## src/rtl/fini_pkg.sv

```systemverilog
// Shared constants, lane type and codeword lookup for the FINI multiply-and-detect pipe.
// Lookup runs on a fixed-size table so one function serves every supported N.
package fini_pkg;

   localparam int FINI_N = 5;
   localparam logic [2**FINI_N-1:0] FINI_CODE_TABLE = 32'h0080_0081;

   // Upper bound on N so the lookup helper can use one fixed table width
   localparam int FINI_MAX_N   = 8;
   localparam int FINI_MAX_TBL = 2**FINI_MAX_N;

   typedef logic [FINI_N-1:0] lane_t;

   function automatic logic is_codeword(input logic [FINI_MAX_TBL-1:0] tbl,
                                        input logic [FINI_MAX_N-1:0]   value);
      return tbl[value];
   endfunction

endpackage

```

## src/rtl/fini_lane_check.sv

```systemverilog
// One lane of the FINI cell: AND-multiply two codewords and flag a non-codeword product.
// Purely combinational; the caller registers the product and the flag.
module fini_lane_check
   import fini_pkg::*;
#(
   parameter int                N          = FINI_N,
   parameter logic [2**N-1:0]   CODE_TABLE = FINI_CODE_TABLE
) (
   input  logic [N-1:0] a,
   input  logic [N-1:0] b,
   output logic [N-1:0] p,
   output logic         err
);

   logic [FINI_MAX_TBL-1:0] tbl_ext;
   logic [FINI_MAX_N-1:0]   idx_ext;

   always_comb begin
      p                  = a & b;
      tbl_ext            = '0;
      tbl_ext[2**N-1:0]  = CODE_TABLE;
      idx_ext            = '0;
      idx_ext[N-1:0]     = p;
      err                = ~is_codeword(tbl_ext, idx_ext);
   end

endmodule

```

## src/rtl/fini_detection_pipe.sv

```systemverilog
// Pipelined multi-lane FINI multiply-and-detect with per-beat error flags,
// sticky alarm, saturating error-beat counter and optional masking of bad lanes.
module fini_detection_pipe
   import fini_pkg::*;
#(
   parameter int N             = FINI_N,
   parameter int LANES         = 1,
   parameter int STAGES        = 2,
   parameter     CODE_TABLE    = FINI_CODE_TABLE,
   parameter bit MASK_ON_ERROR = 1'b0,
   parameter int CNT_W         = 8
) (
   input  logic               port_clk,
   input  logic               port_rst,
   input  logic               port_in_valid,
   input  logic [LANES*N-1:0] port_a,
   input  logic [LANES*N-1:0] port_b,
   input  logic               port_clear,
   output logic               port_out_valid,
   output logic [LANES*N-1:0] port_c,
   output logic [LANES-1:0]   port_errorFlag,
   output logic               port_errorSticky,
   output logic [CNT_W-1:0]   port_errCount
);

   localparam int W = LANES * N;
   localparam logic [CNT_W-1:0] CNT_MAX = '1;
   localparam logic [CNT_W-1:0] CNT_ONE = CNT_W'(1);

   if ($bits(CODE_TABLE) != 2**N) begin : g_bad_table
      $error("fini_detection_pipe: CODE_TABLE width must equal 2**N");
   end
   if (N < 2 || N > FINI_MAX_N) begin : g_bad_n
      $error("fini_detection_pipe: N out of supported range");
   end
   if (LANES < 1 || STAGES < 1 || CNT_W < 1) begin : g_bad_dims
      $error("fini_detection_pipe: LANES, STAGES and CNT_W must be >= 1");
   end

   logic [W-1:0]     prod_in;
   logic [LANES-1:0] err_in;

   for (genvar i = 0; i < LANES; i++) begin : g_lane
      fini_lane_check #(
         .N          (N),
         .CODE_TABLE (CODE_TABLE)
      ) u_lane (
         .a   (port_a[i*N +: N]),
         .b   (port_b[i*N +: N]),
         .p   (prod_in[i*N +: N]),
         .err (err_in[i])
      );
   end

   logic [STAGES-1:0] vld_q;
   logic [W-1:0]      prod_q [STAGES];
   logic [LANES-1:0]  err_q  [STAGES];

   // Data registers only load behind a valid bit so bubbles leave the last beat visible
   always_ff @(posedge port_clk or posedge port_rst) begin
      if (port_rst) begin
         vld_q <= '0;
         for (int s = 0; s < STAGES; s++) begin
            prod_q[s] <= '0;
            err_q[s]  <= '0;
         end
      end else begin
         vld_q[0] <= port_in_valid;
         if (port_in_valid) begin
            prod_q[0] <= prod_in;
            err_q[0]  <= err_in;
         end
         for (int s = 1; s < STAGES; s++) begin
            vld_q[s] <= vld_q[s-1];
            if (vld_q[s-1]) begin
               prod_q[s] <= prod_q[s-1];
               err_q[s]  <= err_q[s-1];
            end
         end
      end
   end

   // Accumulation looks at what the last stage is about to load, so the alarm
   // and counter update on the same edge that raises out_valid for that beat.
   logic             fin_vld_in;
   logic [LANES-1:0] fin_err_in;

   if (STAGES == 1) begin : g_fin_direct
      assign fin_vld_in = port_in_valid;
      assign fin_err_in = err_in;
   end else begin : g_fin_piped
      assign fin_vld_in = vld_q[STAGES-2];
      assign fin_err_in = err_q[STAGES-2];
   end

   logic             err_beat;
   logic             sticky_q;
   logic [CNT_W-1:0] cnt_q;

   assign err_beat = fin_vld_in & (|fin_err_in);

   always_ff @(posedge port_clk or posedge port_rst) begin
      if (port_rst) begin
         sticky_q <= 1'b0;
         cnt_q    <= '0;
      end else begin
         if (err_beat) begin
            sticky_q <= 1'b1;
         end else if (port_clear) begin
            sticky_q <= 1'b0;
         end

         if (port_clear) begin
            cnt_q <= err_beat ? CNT_ONE : '0;
         end else if (err_beat && (cnt_q != CNT_MAX)) begin
            cnt_q <= cnt_q + CNT_ONE;
         end
      end
   end

   always_comb begin
      port_c = prod_q[STAGES-1];
      if (MASK_ON_ERROR) begin
         for (int l = 0; l < LANES; l++) begin
            if (err_q[STAGES-1][l]) begin
               port_c[l*N +: N] = '0;
            end
         end
      end
      port_errorFlag = vld_q[STAGES-1] ? err_q[STAGES-1] : '0;
   end

   assign port_out_valid   = vld_q[STAGES-1];
   assign port_errorSticky = sticky_q;
   assign port_errCount    = cnt_q;

endmodule

```

## config.mk

```make
export PLATFORM = sky130hd
export DESIGN_NAME = fini_detection_pipe
export DESIGN_NICKNAME = d
export VERILOG_FILES = /design/src/rtl/fini_pkg.sv /design/src/rtl/fini_lane_check.sv /design/src/rtl/fini_detection_pipe.sv
export SDC_FILE = /design/constraint.sdc
export NUM_CORES = 1
export LEC_CHECK = 0
export ABC_CLOCK_PERIOD_IN_PS = 2530
export BUFFER_PORTS_ARGS = -buffer_cell sky130_fd_sc_hd__clkbuf_2
export CORE_ASPECT_RATIO = 0.7
export CORE_MARGIN = 4
export CORE_UTILIZATION = 35
export CTS_BUF_LIST = sky130_fd_sc_hd__clkbuf_16
export CTS_CLUSTER_DIAMETER = 50
export DETAILED_ROUTE_END_ITERATION = 10
export PLACE_DENSITY = 0.55
export SLEW_MARGIN = 0
export SYNTH_ARGS = -nofsm -noshare
export SYNTH_HDL_FRONTEND = slang
export SYNTH_SLANG_ARGS = --single-unit
```

## constraint.sdc

```tcl
create_clock -name port_clk -period 2.53 [get_ports port_clk]
set_input_delay 0.253 -clock port_clk [delete_from_list [all_inputs] [get_ports port_clk]]
set_output_delay 0.253 -clock port_clk [all_outputs]
set_load 0.005 [all_outputs]
```

Word level (Yosys, flattened, before mapping)
Memories as Yosys holds them, arrays and structs flattened.
Index checks and enable logic that the tools add are counted.
{ "word_totals": {"ram_bits": 0, "wordCells": 24, "rom_bits": 32, "reg_bits": 23, "latch_bits": 0, "mem_count": 1, "output_inout_bits": 16, "inputBits": 14} }
{ "mem_list": {"columns": ["memory", "words", "width", "read_ports", "rd_ports_with_merged_regs", "wr", "line", "rtl"], "rows": [
  ["(no name shown)", 32, 1, 1, 0, 0, "fini_pkg.sv:16", "return tbl[value];"]
]} }
{ "classes": {"magnitude_cmp": 1, "reduce_logical": 3, "n_eq_ne": 1, "n_div": 0, "mul": 0, "bitwise": 3, "shift": 0, "muxes": 7, "addsub": 1} }
{ "ops": {"columns": ["op", "count"], "rows": [
  ["$mux W8", 2],
  ["$lt A5 B9 Y1 const B", 1],
  ["$add A8 B1 Y8 const B", 1],
  ["$ne A8 B8 Y1 const B", 1],
  ["$and A5 B5 Y5", 1],
  ["$mux W1", 5],
  ["$reduce_bool A2 Y1", 2],
  ["$and A1 B1 Y1", 1],
  ["$logic_and A1 B1 Y1", 1],
  ["$not A1 Y1", 1]
]} }

Depth between registers and ports, before layout
Gate-level depths: netlist of run 1.
{ "logic_depth": {"depth_word": 4, "ltp_mapped": 5, "depth_no_buf": 5} }

Hierarchy
From an unflattened synthesis of run 1, not the netlist that was laid out.
{ "unflattened": {"cells_unflattened": 102, "hier_area_um2": 1083.5} }
{ "by_module_without_submodules": {"columns": ["module", "cells_per_inst", "area_each_um2", "n_inst", "seq_area_each_um2"], "rows": [
  ["fini_detection_pipe", 90, 1027.2, 1, 575.6],
  ["fini_lane_check", 12, 56.3, 1, 0.0]
]} }

Least setup slack after synthesis of run 1
No wires, ideal clock.
{ "synth_timing": {"kind": "register to register", "start": "reg cnt_q[0] (netlist: port_errCount[0])", "end": "reg cnt_q[4] (netlist: port_errCount[4])", "required_time_ps": 2400, "arrival_ps": 1235, "setup_ps": 130, "stages_incl_launch_ff": 6, "path_slack_ps": 1165, "path_buffers": 0, "synth_period_minus_slack_ps": 1365, "path_cell_list": "dfrtp_1 ha_1 nand2_1 o311ai_1 xor2_1 nor2_1"} }
{ "synth_via": {"elab_chain_len": 3, "elab_cells_between_ends": 6, "classes_between": "1 x add/sub; 1 x eq/ne; 2 x mux; 2 x reduce/logical"} }
{ "synth_lines": {"columns": ["item", "line", "rtl"], "rows": [
  ["from (decl)", "fini_detection_pipe.sv:98", "logic [CNT_W-1:0] cnt_q;"],
  ["from (signal assigned)", "fini_detection_pipe.sv:114", "cnt_q <= err_beat ? CNT_ONE : '0;"],
  ["from (signal assigned)", "fini_detection_pipe.sv:116", "cnt_q <= cnt_q + CNT_ONE;"],
  ["$add A8 B1 Y8 or $ne A8 B8 Y1 (tied branches)", "fini_detection_pipe.sv:116, fini_detection_pipe.sv:115", null],
  ["$mux W8 or $logic_and A1 B1 Y1 (tied branches)", "fini_detection_pipe.sv:115", "end else if (err_beat && (cnt_q != CNT_MAX)) begin"],
  ["$mux W8 or $reduce_bool A2 Y1 (tied branches)", null, null]
]} }
Parallel ways exist; a longest one is shown, timed or not. The select of a mux whose other input is x is not followed.
A chain may end at the register's enable or synchronous reset.

Worst setup path in the final report of run 1
Same ends and word-level chain as after synthesis.

==> results.md, run 1 <==
- Status: finished, final reports clean
- Area growth syn-to-layout: 19.5%
- Nets: 149
- Syn. warnings: 0
- Setup TNS: 0 ps
- Slew at the pin closest to its max-slew limit: 857 ps
- CTS tree: done
- Final setup violating endpoints: 0
- Global-route wire length before repair: 3820 um
- # DRC: 0
- Count of final hold-check violations: 0
- Post-CTS Hold Fix Bufs: 0
- CP Class: reg -> reg
- Crit path required time: 2670 ps
- Slew headroom: 42.8%
- Mapped Area: 0.00110 sq mm
- Dominant synthesized flop cell: dfrtp_1
- Die footprint: 0.00411 sq mm
- Unique masters post-synth: 31
- Final Power: 849 uW
- Antenna violations before repair: 0
- Total GRT Usage: 12.5%
- Clock-pin transition on the worst setup and hold timing paths: 60 ps
- CP Launch Type: register
- Share of cells above drive strength 1: 31.6%
- DR vias/cell: 4.93
- Post-place setup slack: 1050 ps
- Tcrit/Tclk final: 59.4%
- Drt first-iter violations: 28
- Placed insts: 165
- CTS HTree Levels: 1
- Most frequent cells in the layout: 29 x clkbuf_2, 23 x dfrtp_1, 11 x nand2_1, 10 x nor2_1, 9 x inv_1
- FP Rows: 16
- Die Wd: 74.9 um
- Max Cap Viol: 0
- Remaining antenna violation count after routing: 0
- Register area share after synthesis: 52.5%
- Most Crowded Layer GR: met2
- Gpl congestion: 0.810
- Root buffer cell: clkbuf_16
- Leakage: 0.629 nW
- Most common cell after layout, fill and taps aside: clkbuf_2
- Slew Limit Fails: 0
- Largest net degree at the start of global routing: 24
- Peak VDD IR: 0.000277 V
- Post-DR wirelength/cell: 13.2 um
- Yosys reg bits: 23
- Worst min path class: in -> async
- Register-to-Register Path Depth: 5
- Mapped Cells: 108
- Initial Util: 37.8%
- CTS Sinks: 23
- Via count: 833
- Setup crit end kind: register
- Setup WS post-layout: 1030 ps
- Total CTS buffers: 3
- Worst Skew: 3.17 ps
- RSZ-0062 raised after global routing: no
- Crit path max fanout: 5
- Port bufs: 29
- Resized cells post-CTS: 0
- Top Ports: 30
- Tmin final: 1500 ps
- GRT met3 Usage: 4.04%
- Die height: 54.8 um
- Highest Clock Rate: 665 MHz
- FF-to-FF Start: port_errCount[0]$_DFFE_PP0P_
- Core area: 0.00290 sq mm
- Non-Filler Instances: 169
- Worst-skew pair later-pin latency: 250 ps
- Synth Net Count: 123
- # Post-CTS Setup Buffers: 0
- Reg2Reg Capture Point: port_errCount[4]$_DFFE_PP0P_
- Vias in the first global route: 854
- Total gr overflow: 0
- Ys async rst share: 100%
- CTS max path bufs: 2
- Hold_ws: 156 ps
- Syn avg cell area: 10.1 sq um
- Routed Wire Length: 2240 um
- R2R setup slack: 1030 ps
- ANT cells: 0
- Pwr dens: 648 mW/mm^2
- Met2 usage in global routing: 19.8%
- Post-DP HPWL: 1700 um
- DRT Pass-1 Iters: 4
- Post-synth EDFFs: 0
- GR Layer Usage met1: 15.6%
- Arrival @ worst endpoint: 1640 ps
[flip-flops by register name, indices dropped and copies added, names as in the netlist]
name and count:
err_q 1, fin_err_in 1, port_c 5, port_errCount 8, port_errorSticky 1, prod_q 5
vld_q 2
[worst max path at each step]
| stage | from | endpoint | slack, ps |
|---|---|---|---|
| after global routing | port_errCount[0]$_DFFE_PP0P_ | port_errCount[4]$_DFFE_PP0P_ | 930 |
| after detailed placement | port_errCount[0]$_DFFE_PP0P_ | port_errCount[4]$_DFFE_PP0P_ | 1050 |
| after global placement | port_errCount[0]$_DFFE_PP0P_ | port_errCount[4]$_DFFE_PP0P_ | 1130 |
| after floorplan | port_errCount[0]$_DFFE_PP0P_ | port_errCount[4]$_DFFE_PP0P_ | 1170 |
| after CTS | port_errCount[0]$_DFFE_PP0P_ | port_errCount[4]$_DFFE_PP0P_ | 1040 |
| final | port_errCount[0]$_DFFE_PP0P_ | port_errCount[4]$_DFFE_PP0P_ | 1030 |
[cell type report]
| cell class | count | area, sq um |
|---|---|---|
| Clock inverter | 1 | 5.00 |
| Inverter | 9 | 33.8 |
| Multi-Input combinational cell | 68 | 430 |
| Tap cell | 36 | 45.0 |
| Timing Repair Buffer | 29 | 145 |
| Fill cell | 293 | 1590 |
| Sequential cell | 23 | 576 |
| Clock buffer | 3 | 75.1 |
[kinds of logic (layout without fill, tap and decap cells)]
family	count (synthesis)	in the layout	share of synthesized area (%)
adders and majority gates	1	1	1.14
AOI/OAI and AO/OA	17	17	10.0
muxes	7	7	6.96
and+or+nand+nor	42	42	20.3
DFF	23	23	52.5
xor gates and xnor gates	1	1	0.799
buffers and inverters	17	42	8.22
[cells in the mapped netlist, types with 2 or more instances]
cell type  instances  area share (%)
dfrtp_1           23              53
nand2_1           11             3.8
nor2_1            10             3.4
inv_1              9             3.1
nand3_1            8             3.7
o21ai_0            7             3.2
buf_4              5             3.4
mux2_2             5             5.1
a31oi_1            3             1.7
and2_1             2             1.1
clkbuf_1           2            0.69
mux2i_1            2             1.8
nand4_1            2             1.1
o21bai_1           2             1.4
[power by group]
group | leakage [nW] | internal, mW | switching [mW]
combinational | 0.293 | 0.0456 | 0.0480
clock | 0.0409 | 0.212 | 0.121
sequential | 0.295 | 0.397 | 0.0261
[routing by layer]
metal	wire length [um]	share of wire [%]
met3	90	4.0
met1	1070	48
met2	1050	47
met5	0	0
met4	27	1.2
[worst max-delay path: stages (launching register included)]
cell and delay [ps]:
dfrtp_1 450, ha_1 280, nand2_1 90, o311ai_1 340, xor2_1 170, nor2_1 50
[stage by stage]
stage | instance area [sq um] | util [%]
6_report | 1310 | 45.1
5_1_grt | 1310 | 45.1
4_1_cts | 1310 | 45.1
3_5_place_dp | 1230 | 42.4
3_3_place_gp | 1230 | 42.4
2_1_floorplan | 1100 | -
Note: power is estimated with default switching activity, not from simulation.
==> run 2, diff against run 1 <==
ABC_CLOCK_PERIOD_IN_PS = 1550   (was 2530)
clock period = 1.55 ns   (was 2.53 ns; I/O delays follow)
==> run 2 against run 1 <==
Effect of this change: non-clock buffer count is 4 higher; combinational power is 87% higher; clock-buffer cell count stayed put; clock skew hardly changed; cell count is 2.4% higher; critical path type unchanged; critical endpoint is now port_errCount[3]$_DFFE_PP0P_; largest power group unchanged.
==> results.md, run 2 (synthesized netlist as in run 1, its figures left out) <==
- Worst-skew pair later-pin latency: 250 ps (about the same)
- Highest Clock Rate: 705 MHz (+6.0%)
- Total CTS buffers: 3 (unchanged)
- RSZ-0062 raised after global routing: no
- Worst min path class: in -> reg
- CTS Sinks: 23 (unchanged)
- Top Ports: 30 (unchanged)
- Non-Filler Instances: 173 (+2.4%)
- Die Wd: 74.9 um (unchanged)
- Port bufs: 29 (unchanged)
- Tcrit/Tclk final: 91.5% (+32 points)
- Gpl congestion: 0.823 (+1.7%)
- Post-DR wirelength/cell: 12.5 um (-5.8%)
- Placed insts: 168 (+1.8%)
- Total GRT Usage: 11.8% (-0.64 points)
- Slew Limit Fails: 0 (unchanged)
- Area growth syn-to-layout: 23.2%
- Leakage: 0.648 nW (+3.0%)
- Pwr dens: 1040 mW/mm^2 (+60%)
- Antenna violations before repair: 0 (unchanged)
- DRT Pass-1 Iters: 4 (unchanged)
- Most frequent cells in the layout: 29 x clkbuf_2, 23 x dfrtp_1, 11 x nand2_1, 10 x nor2_1, 9 x inv_1
- Hold_ws: 157 ps (+1.10 ps)
- Vias in the first global route: 762 (-11%)
- Die footprint: 0.00411 sq mm (unchanged)
- Slew headroom: 80.0% (+37 points)
- Clock-pin transition on the worst setup and hold timing paths: 60 ps (about the same)
- Core area: 0.00290 sq mm (unchanged)
- CTS max path bufs: 2 (unchanged)
- Tmin final: 1420 ps (-85.6 ps)
- Share of cells above drive strength 1: 33.6% (+2.0 points)
- Remaining antenna violation count after routing: 0 (unchanged)
- Peak VDD IR: 0.000452 V (+63%)
- Max FFs per register: 8 (unchanged)
- Final setup violating endpoints: 0 (unchanged)
- Slew at the pin closest to its max-slew limit: 296 ps (-561 ps)
- # Post-CTS Setup Buffers: 0 (unchanged)
- Setup crit end kind: register
- Most common cell after layout, fill and taps aside: clkbuf_2
- # DRC: 0 (unchanged)
- Root buffer cell: clkbuf_16
- Post-DP HPWL: 1660 um (-2.1%)
- Status: finished, final reports clean
- Final Power: 1.40 mW (+65%)
- Initial Util: 37.8% (unchanged)
- Routed Wire Length: 2160 um (-3.6%)
- Global-route wire length before repair: 3530 um (-7.6%)
- Max Cap Viol: 0 (unchanged)
- Arrival @ worst endpoint: 1590 ps (-50 ps)
- Largest net degree at the start of global routing: 24 (unchanged)
- Crit path required time: 1730 ps (-940 ps)
- DR vias/cell: 4.77 (-3.3%)
- ANT cells: 0 (unchanged)
- CTS HTree Levels: 1 (unchanged)
- Setup TNS: 0 ps (unchanged)
- Via count: 825 (-0.96%)
- Total gr overflow: 0 (unchanged)
- Drt first-iter violations: 18 (-36%)
- FP Rows: 16 (unchanged)
- Die height: 54.8 um (unchanged)
- CTS tree: done
- CP Launch Type: register
- Crit path max fanout: 5 (unchanged)
- Worst Skew: 3.60 ps (+0.427 ps)
- CP Class: reg -> reg
- Nets: 153 (+2.7%)
- Count of final hold-check violations: 0 (unchanged)
## run 2: what timing repair did
item	4_1_cts	5_1_grt
setup endpoints to repair	0	1
hold endpoints to repair	23	0
hold buffers	1	0
gates resized for setup	0	1
## run 2: critical path, stage by stage, from the launching register on
cell and delay (ps):
dfrtp_1 410, ha_1 260, nand2_1 100, or3_1 400
a31oi_1 170
## run 2: cell type report
cell class,count,area [sq um]
clock buffers,3,75.1
clock inverters,1,5.00
fillers,275,1550
inverters,9,33.8
multi-input cells,68,438
flip-flops and latches,23,576
well taps,36,45.0
repair buffers,33,178
## run 2: per-layer routing
metal  global-route usage, %  share of wire, %  vias up
met5                       0                 0        -
met4                    3.55              0.79        0
met3                    3.85               6.1        2
met2                    17.5                44       19
met1                    16.4                49      376
li1                        -                 -      428
## run 2: stage by stage
| stage | util [%] | worst slack, ps | cell area, sq um |
|---|---|---|---|
| 5_1_grt | 46.5 | 27.0 | 1350 |
| 3_3_place_gp | 43.1 | 186 | 1250 |
| 6_report | 46.5 | 132 | 1350 |
| 3_5_place_dp | 43.1 | 152 | 1250 |
| 2_1_floorplan | - | 185 | 1100 |
| 4_1_cts | 46.3 | 149 | 1340 |
## run 2: worst paths after layout
path | startpoint | end | slack, ps | depth (start not counted)
min in group asynchronous | port_rst | port_c[1]$_DFFE_PP0P_ | 470 | 4
hold reg to reg | prod_q[5]$_DFFE_PP0P_ | port_c[0]$_DFFE_PP0P_ | 500 | 1
setup reg to reg | port_errCount[1]$_DFFE_PP0P_ | port_errCount[3]$_DFFE_PP0P_ | 130 | 4
setup / recovery | port_errCount[1]$_DFFE_PP0P_ | port_errCount[3]$_DFFE_PP0P_ | 130 | 4
hold / removal | port_a[1] | prod_q[6]$_DFFE_PP0P_ | 160 | 3
max in group asynchronous | port_rst | prod_q[8]$_DFFE_PP0P_ | 850 | 4
## run 2: power by group
group          leakage (nW)  total, mW  internal (mW)  switching [mW]
combinational         0.312      0.175         0.0860          0.0887
clock                0.0409      0.545          0.346           0.199
sequential            0.295      0.680          0.647          0.0329
